==> config.mk <==
export PLATFORM = sky130hd
export DESIGN_NAME = uart_tx_fifo
export DESIGN_NICKNAME = d
export VERILOG_FILES = /design/src/rtl/uart_tx_fifo.sv
export SDC_FILE = /design/constraint.sdc
export NUM_CORES = 1
export LEC_CHECK = 0
export CAP_MARGIN = 20
export CORE_MARGIN = 2
export CORE_UTILIZATION = 60
export DETAILED_ROUTE_END_ITERATION = 8
export PLACE_DENSITY = 0.88
export SYNTH_ARGS = -nofsm -noshare
export SYNTH_HDL_FRONTEND = slang
export SYNTH_SLANG_ARGS = --single-unit
export TNS_END_PERCENT = 10
==> constraint.sdc <==
create_clock -name i_clk -period 4.8 [get_ports i_clk]
set_clock_uncertainty 0.2 [all_clocks]
set_input_delay 0.48 -clock i_clk [delete_from_list [all_inputs] [get_ports i_clk]]
set_output_delay 0.48 -clock i_clk [all_outputs]
set_load 0.1 [all_outputs]
==> src/rtl/uart_tx_fifo.sv <==
// rtl/uart_tx_fifo.sv - 8N1 UART transmitter with a small byte FIFO in front
//
// Purpose: accepts bytes through a valid/ready handshake into a circular FIFO
// and serialises them LSB first, line idle high, frames back-to-back.
//
// Ports:
//   i_clk        clock, all logic on the rising edge
//   i_reset_n    synchronous active-low reset
//   i_tx_valid   byte offered on i_tx_byte
//   i_tx_byte    byte to send
//   o_tx_ready   FIFO not full; push happens when i_tx_valid && o_tx_ready
//   o_tx_serial  registered serial line
//   o_tx_busy    high whenever a frame is in progress
//   o_tx_done    one-cycle pulse after each stop bit completes
//   o_fifo_cnt   bytes waiting in the FIFO (excludes the byte being sent)
module uart_tx_fifo #(
  parameter int BIT_CLK_PER = 868,
  parameter int FIFO_AW     = 2
) (
  input  logic               i_clk,
  input  logic               i_reset_n,
  input  logic               i_tx_valid,
  input  logic [7:0]         i_tx_byte,
  output logic               o_tx_ready,
  output logic               o_tx_serial,
  output logic               o_tx_busy,
  output logic               o_tx_done,
  output logic [FIFO_AW:0]   o_fifo_cnt
);

  localparam int DEPTH = 2 ** FIFO_AW;
  localparam logic [FIFO_AW:0]   DEPTH_C  = (FIFO_AW + 1)'(DEPTH);
  localparam logic [FIFO_AW:0]   CNT_ONE  = (FIFO_AW + 1)'(1);
  localparam logic [FIFO_AW-1:0] PTR_ONE  = FIFO_AW'(1);
  localparam logic [9:0]         BIT_LAST = 10'(BIT_CLK_PER - 1);

  typedef enum logic [1:0] {
    S_IDLE  = 2'd0,
    S_START = 2'd1,
    S_DATA  = 2'd2,
    S_STOP  = 2'd3
  } state_t;

  state_t              state_q, state_d;
  logic [7:0]          mem_q [DEPTH];
  logic [FIFO_AW-1:0]  wr_ptr_q, rd_ptr_q;
  logic [FIFO_AW:0]    cnt_q;
  logic [7:0]          shift_q, shift_d;
  logic [9:0]          bit_cnt_q, bit_cnt_d;
  logic [2:0]          idx_q, idx_d;
  logic                serial_q, serial_d;
  logic                done_q, done_d;
  logic                push, pop, bit_end, have_byte;

  // Ready comes from the registered count, so a full FIFO stays unready on
  // the edge that pops it; the waiting byte goes in one edge later.
  assign o_tx_ready = (cnt_q != DEPTH_C);
  assign push       = i_tx_valid && o_tx_ready;
  assign have_byte  = (cnt_q != '0);
  assign bit_end    = (bit_cnt_q == BIT_LAST);

  always_comb begin
    state_d   = state_q;
    shift_d   = shift_q;
    bit_cnt_d = bit_cnt_q + 10'd1;
    idx_d     = idx_q;
    serial_d  = serial_q;
    done_d    = 1'b0;
    pop       = 1'b0;
    case (state_q)
      S_IDLE: begin
        serial_d  = 1'b1;
        bit_cnt_d = '0;
        idx_d     = '0;
        if (have_byte) begin
          pop      = 1'b1;
          shift_d  = mem_q[rd_ptr_q];
          serial_d = 1'b0;
          state_d  = S_START;
        end
      end
      S_START: begin
        if (bit_end) begin
          bit_cnt_d = '0;
          serial_d  = shift_q[0];
          state_d   = S_DATA;
        end
      end
      S_DATA: begin
        if (bit_end) begin
          bit_cnt_d = '0;
          if (idx_q == 3'd7) begin
            idx_d    = '0;
            serial_d = 1'b1;
            state_d  = S_STOP;
          end else begin
            // Bit 0 of the shifter is always the bit currently on the line.
            shift_d  = {1'b0, shift_q[7:1]};
            serial_d = shift_q[1];
            idx_d    = idx_q + 3'd1;
          end
        end
      end
      S_STOP: begin
        if (bit_end) begin
          bit_cnt_d = '0;
          done_d    = 1'b1;
          if (have_byte) begin
            // Chain straight into the next start bit: no idle gap.
            pop      = 1'b1;
            shift_d  = mem_q[rd_ptr_q];
            serial_d = 1'b0;
            state_d  = S_START;
          end else begin
            serial_d = 1'b1;
            state_d  = S_IDLE;
          end
        end
      end
      default: begin
        state_d   = S_IDLE;
        serial_d  = 1'b1;
        bit_cnt_d = '0;
        idx_d     = '0;
      end
    endcase
  end

  always_ff @(posedge i_clk) begin
    if (!i_reset_n) begin
      state_q   <= S_IDLE;
      shift_q   <= '0;
      bit_cnt_q <= '0;
      idx_q     <= '0;
      serial_q  <= 1'b1;
      done_q    <= 1'b0;
    end else begin
      state_q   <= state_d;
      shift_q   <= shift_d;
      bit_cnt_q <= bit_cnt_d;
      idx_q     <= idx_d;
      serial_q  <= serial_d;
      done_q    <= done_d;
    end
  end

  always_ff @(posedge i_clk) begin
    if (!i_reset_n) begin
      wr_ptr_q <= '0;
      rd_ptr_q <= '0;
      cnt_q    <= '0;
    end else begin
      if (push) wr_ptr_q <= wr_ptr_q + PTR_ONE;
      if (pop)  rd_ptr_q <= rd_ptr_q + PTR_ONE;
      case ({push, pop})
        2'b10:   cnt_q <= cnt_q + CNT_ONE;
        2'b01:   cnt_q <= cnt_q - CNT_ONE;
        default: cnt_q <= cnt_q;
      endcase
    end
  end

  // Storage needs no reset: entries are only read once the count covers them.
  always_ff @(posedge i_clk) begin
    if (push) mem_q[wr_ptr_q] <= i_tx_byte;
  end

  assign o_tx_serial = serial_q;
  assign o_tx_busy   = (state_q != S_IDLE);
  assign o_tx_done   = done_q;
  assign o_fifo_cnt  = cnt_q;

endmodule

## Word level (Yosys, flattened, before mapping)

Memory sizes are Yosys's and may differ from the RTL's. A register that Yosys moved wholly into a read port is not among the register bits.
Cells that the tools add are included.

| storage, ports and cells | value |
|---|---|
| flip-flop bits (word level) | 32 |
| RAM bits | 32 |
| memories | 1 |
| memory bits (read-only) | 0 |
| latch bits | 0 |

Memory list:

| memory | words | bits a word | read ports | clocked after memory_dff | write ports | line | text |
|---|---|---|---|---|---|---|---|
| mem_q | 4 | 8 | 1 | 1 | 1 | 45 | `logic [7:0] mem_q [DEPTH];` |

| cells by class | value |
|---|---|
| equality and inequality tests | 14 |
| bitwise operators | 0 |
| muxes and demuxes | 32 |
| shift operators | 0 |
| $add $sub $neg | 6 |
| order comparisons | 0 |
| multiply operators | 0 |
| reductions and logical operators | 13 |
| div/mod/pow operators | 0 |

Operator list:

| cell | number |
|---|---|
| 2-to-1 mux 8 bit | 4 |
| one-hot mux 8 bit (3 select lines) | 1 |
| one-hot mux 10 bit (2 select lines) | 1 |
| 2-to-1 mux 2 bit | 7 |
| != test 2 bit, second input constant | 6 |
| one-hot mux 3 bit (2 select lines) | 2 |
| 2-to-1 mux 1 bit | 11 |
| adder 10 x 1 -> 10 bit, second input constant | 1 |
| == test 10 bit, second input constant | 1 |
| 2-to-1 mux 10 bit | 1 |
| one-hot mux 2 bit (4 select lines) | 1 |
| adder 3 x 1 -> 3 bit, second input constant | 2 |
| == test 2 bit, second input constant | 3 |
| 2-to-1 mux 3 bit | 2 |
| nonzero test 2 bit | 3 |
| nonzero test 3 bit | 2 |
| AND reduction 5 bit | 1 |
| adder 2 x 1 -> 2 bit, second input constant | 2 |
| == test 2 x 1 -> 1 bit, second input constant | 2 |
| one-hot mux 1 bit (4 select lines) | 1 |
| AND reduction 2 bit | 2 |
| AND reduction 4 bit | 1 |
| == test 3 bit, second input constant | 1 |
| != test 3 bit, second input constant | 1 |
| other kinds (6) | 6 |

## Longest topological paths before layout

| depth | value |
|---|---|
| depth in word-level cells | 6 |
| mapped depth | 10 |

## Worst setup path before layout

Ideal clock, no wire load.

| timing path | value |
|---|---|
| path kind | register to register |
| start point | reg cnt_q[2], in the netlist o_fifo_cnt[2] |
| end point | reg cnt_q[2], in the netlist o_fifo_cnt[2] |
| required time | 4.530 ns |
| arrival | 3.433 ns |
| clock period less this slack | 3.702 ns |
| stages on the path, launching flop included | 10 |
| setup slack | 1.098 ns |
| cells stage by stage | dfxtp_1 -> or3b_1 -> and2_1 -> inv_1 -> ha_1 -> inv_1 -> fa_1 -> xor2_1 -> or3_1 -> a21oi_1 |

| between the ends | value |
|---|---|
| elaborated cells on any way between the ends | 12 |
| those cells by class | 2 x add/sub; 3 x eq/ne; 4 x mux; 3 x reduce/logical |

RTL lines:

| item | line | text |
|---|---|---|
| start, declared | 47 | `logic [FIFO_AW:0] cnt_q;` |
| start signal, assigned | 156 | `2'b10: cnt_q <= cnt_q + CNT_ONE;` |
| start signal, assigned | 157 | `2'b01: cnt_q <= cnt_q - CNT_ONE;` |
| start signal, assigned | 158 | `default: cnt_q <= cnt_q;` |
| != test 3 bit (*) | 57 | `assign o_tx_ready = (cnt_q != DEPTH_C);` |
| named net o_tx_ready | 24 | `output logic o_tx_ready,` |
| logical AND 1 bit (*) | 58 | `assign push = i_tx_valid && o_tx_ready;` |
| == test 2 x 1 -> 1 bit / == test 2 bit (equally long branches) | 155 | `case ({push, pop})` |
| one-hot mux 3 bit (2 select lines) / nonzero test 2 bit (equally long branches) | n/a |  |

The timed path passes the listed nets; every way through them passes the cells marked *.
A chain may end at the register's enable or synchronous reset.

## Worst setup path after layout

| timing path | value |
|---|---|
| start point | reg state_q[1] |
| end point | out o_tx_busy |

| between the ends | value |
|---|---|
| cells in the longest elaborated chain, start to end | 1 |

RTL lines:

| item | line | text |
|---|---|---|
| start, declared | 44 | `state_t state_q, state_d;` |
| start signal, assigned | 138 | `state_q <= state_d;` |
| nonzero test 2 bit | 169 | `assign o_tx_busy = (state_q != S_IDLE);` |
| end, declared | 26 | `output logic o_tx_busy,` |

No other way between the ends.

==> metrics.yaml <==
run_status:
  status: "completed"
run:
  cap_violations: 0
yosys:
  synth_nets: 267
  async_flop_share_pct: 0
  synth-seq-cells: 66
  syn-cell-area_um2: 2930
  ys_warn_count: 0
  postSynthAreaPerCell_um2: 12.1
  synth_ff_type: "dfxtp_1"
  synth_edf_count: 32
  netlist_instances: 242
  yosysSeqAreaShare_pct: 56.1
  ys_types: 45
placed_design:
  finalWeightedCongestion: 0.850
  port-buffer-count: 17
  placed_area_um2: 3140
  dp_cells: 319
  dpl.hpwl_um: 3420
route:
  met1_length_um: 2300
  firstDrtPassIters: 5
  highest_layer: "met4"
  dr_wl_met3_um: 239
  drt_iter0_markers: 95
  ant_nets: 0
  avgRoutedWirePerCell_um: 14.7
  routed_wl_um: 4930
  via_per_inst: 5.61
  wl_met2_um: 2280
  vias: 1881
  drc: 0
finish:
  layout_commonest_cell: "dfxtp_1"
  n_antenna_cell: 0
  fillers: 321
  fin_cells: 335
  drive_gt1_share_pct: 14.2
  seqCellArea_um2: 1640
  area_delta_synth_final_pct: 15.0
  fin_area_um2: 3360
  finalNetCount: 288
  final_cell_mix: "34 x dfxtp_1, 32 x edfxtp_1, 21 x a21oi_1, 18 x nor2_1, 17 x clkdlybuf4s50_1"
  multi_input_area_um2: 1200
floorplan:
  die_area_um2: 5450
  die-width_um: 73.8
  num_rows: 25
  die_height_um: 73.8
  initial_core_util_pct: 62.0
  coreArea_um2: 4720
  pin_count: 18
cts:
  cts_tree: "built"
  cts_setup_buffers: 0
  clock-root-buffer: "clkbuf_8"
  clk_latency_ps: 350
  cts_resized: 0
  clkTransAtPathRegs_ps: 70
  cts_made_buffers: 9
  h-tree-depth: 3
  cts_max_path_buffers: 2
  clock-sinks: 66
  ctsHoldBuffers: 0
power_and_ir_drop:
  power_frac_comb_pct: 39.7
  total_power_mw: 2.11
  power.density_nw_per_um2: 627
  vdd_drop_max_v: 0.000440
  sw_frac_of_total_pct: 38.3
  clkPwrFrac_pct: 24.3
  leakage_nw: 1.15
  cellInternalPower_mw: 1.30
  pwr-share-seq_pct: 36.0
  power_switching_uw: 808
sta:
  hold_violations: 0
  setup_viol: 0
  worstMarginPinSlew_ps: 973
  post-route-period-util_pct: 62.0
  fin_crit_ps: 2980
  rsz0062_at_grt: "no"
  relSlewSlack_pct: 34.9
  report.final.slew_viol_count: 0
  fin_setup_tns_ps: 0
  max_clock_freq_ghz: 0.336
setup_path:
  required_ps: 4120
  reg2reg_from: "bit_cnt_q[0]"
  cp-startpoint: "state_q[1]"
  path_max_fanout: 5
  startpoint_type: "register"
  end_kind: "primary output"
  arrival_ps: 2300
  crit_type: "reg2out"
hold_path:
  hp-start: "idx_q[1]"
  hold_path.class: "reg2reg"
grt:
  antenna_found_initial: 0
  gr-usage-all-layers_pct: 20.5
  grt_pass1_vias: 1758
  overflow: 0
  grt_max_degree: 22
  grt_pass1_wl_um: 8050
[cells by family after synthesis]
group | Yosys count | share of synthesized area, %
simple gates | 72 | 13.6
buf+inv | 19 | 2.91
xor+xnor | 11 | 3.29
mux | 15 | 8.85
compound gates | 45 | 8.98
flops | 66 | 56.1
fa+ha+maj | 14 | 6.24
[power by group through the flow]
stage | registers (mW) | logic [mW] | clock network, mW
floorplan | 0.826 | 0.597 | 0
global placement | 0.769 | 0.811 | 0
detailed placement | 0.774 | 0.820 | 0
CTS | 0.761 | 0.832 | 0.522
global route | 0.773 | 0.907 | 0.547
finish | 0.759 | 0.838 | 0.513
[final timing paths]
check                  end  slack (ps)  cells after the start
max              o_tx_busy        1820                      4
min               idx_q[1]         270                      2
max reg2reg  o_fifo_cnt[2]        2030                     10
min reg2reg       idx_q[1]         270                      2
[worst max-delay path: stages (launching register included)]
cell and delay, ps:
dfxtp_1 400, inv_1 100, ha_1 260, inv_1 70
clkdlybuf4s50_1 1120
[synthesized netlist by cell type, types with 2 or more instances]
master,number,share of area (%)
xor2_1,4,1.2
mux2_2,7,2.7
a21oi_1,21,3.6
buf_2,3,0.51
mux4_2,8,6.2
or3b_1,2,0.60
o31ai_1,2,0.51
nand3_1,15,2.6
xnor2_1,7,2.1
and3_1,6,1.3
dfxtp_1,34,23
a31oi_1,2,0.43
nand2_1,10,1.3
ha_1,13,5.6
or3_1,4,0.85
inv_1,12,1.5
nor2_1,18,2.3
edfxtp_1,32,33
nor3_1,4,0.68
clkbuf_1,2,0.26
o21ai_0,12,2.1
[per-stage QoR]
step                      setup WS (ps)  util [%]  hold slack (ps)
after CTS                          1800      71.2              273
after detailed placement           2020      66.5              258
after global routing               1730      71.2              285
final                              1820      71.2              272
after floorplan                    1100         -              230
after global placement             2150      66.5              244
[layout make-up]
class	count	share of cell area [%]
sequential	66	48.8
clock inverter	7	2.98
clock buffer	9	3.68
inverter	12	1.34
timing repair buffer	17	5.06
multi-input combinational	157	35.7
tap	67	2.49
[layer usage]
layer	track usage, %	up-vias
met4	11.1	0
met3	8.23	12
met2	30.4	48
met5	0	-
li1	-	932
met1	25.8	889
[flip-flops by register name (all words and copies together) (netlist names), named ones only]
| signal | count |
|---|---|
| bit_cnt_q | 10 |
| idx_q | 3 |
| mem_q | 32 |
| o_fifo_cnt | 3 |
| o_tx_done | 1 |
| o_tx_serial | 1 |
| rd_ptr_q | 2 |
| shift_q | 8 |
| state_q | 2 |
| wr_ptr_q | 2 |
(Power assumes the default switching activity.)
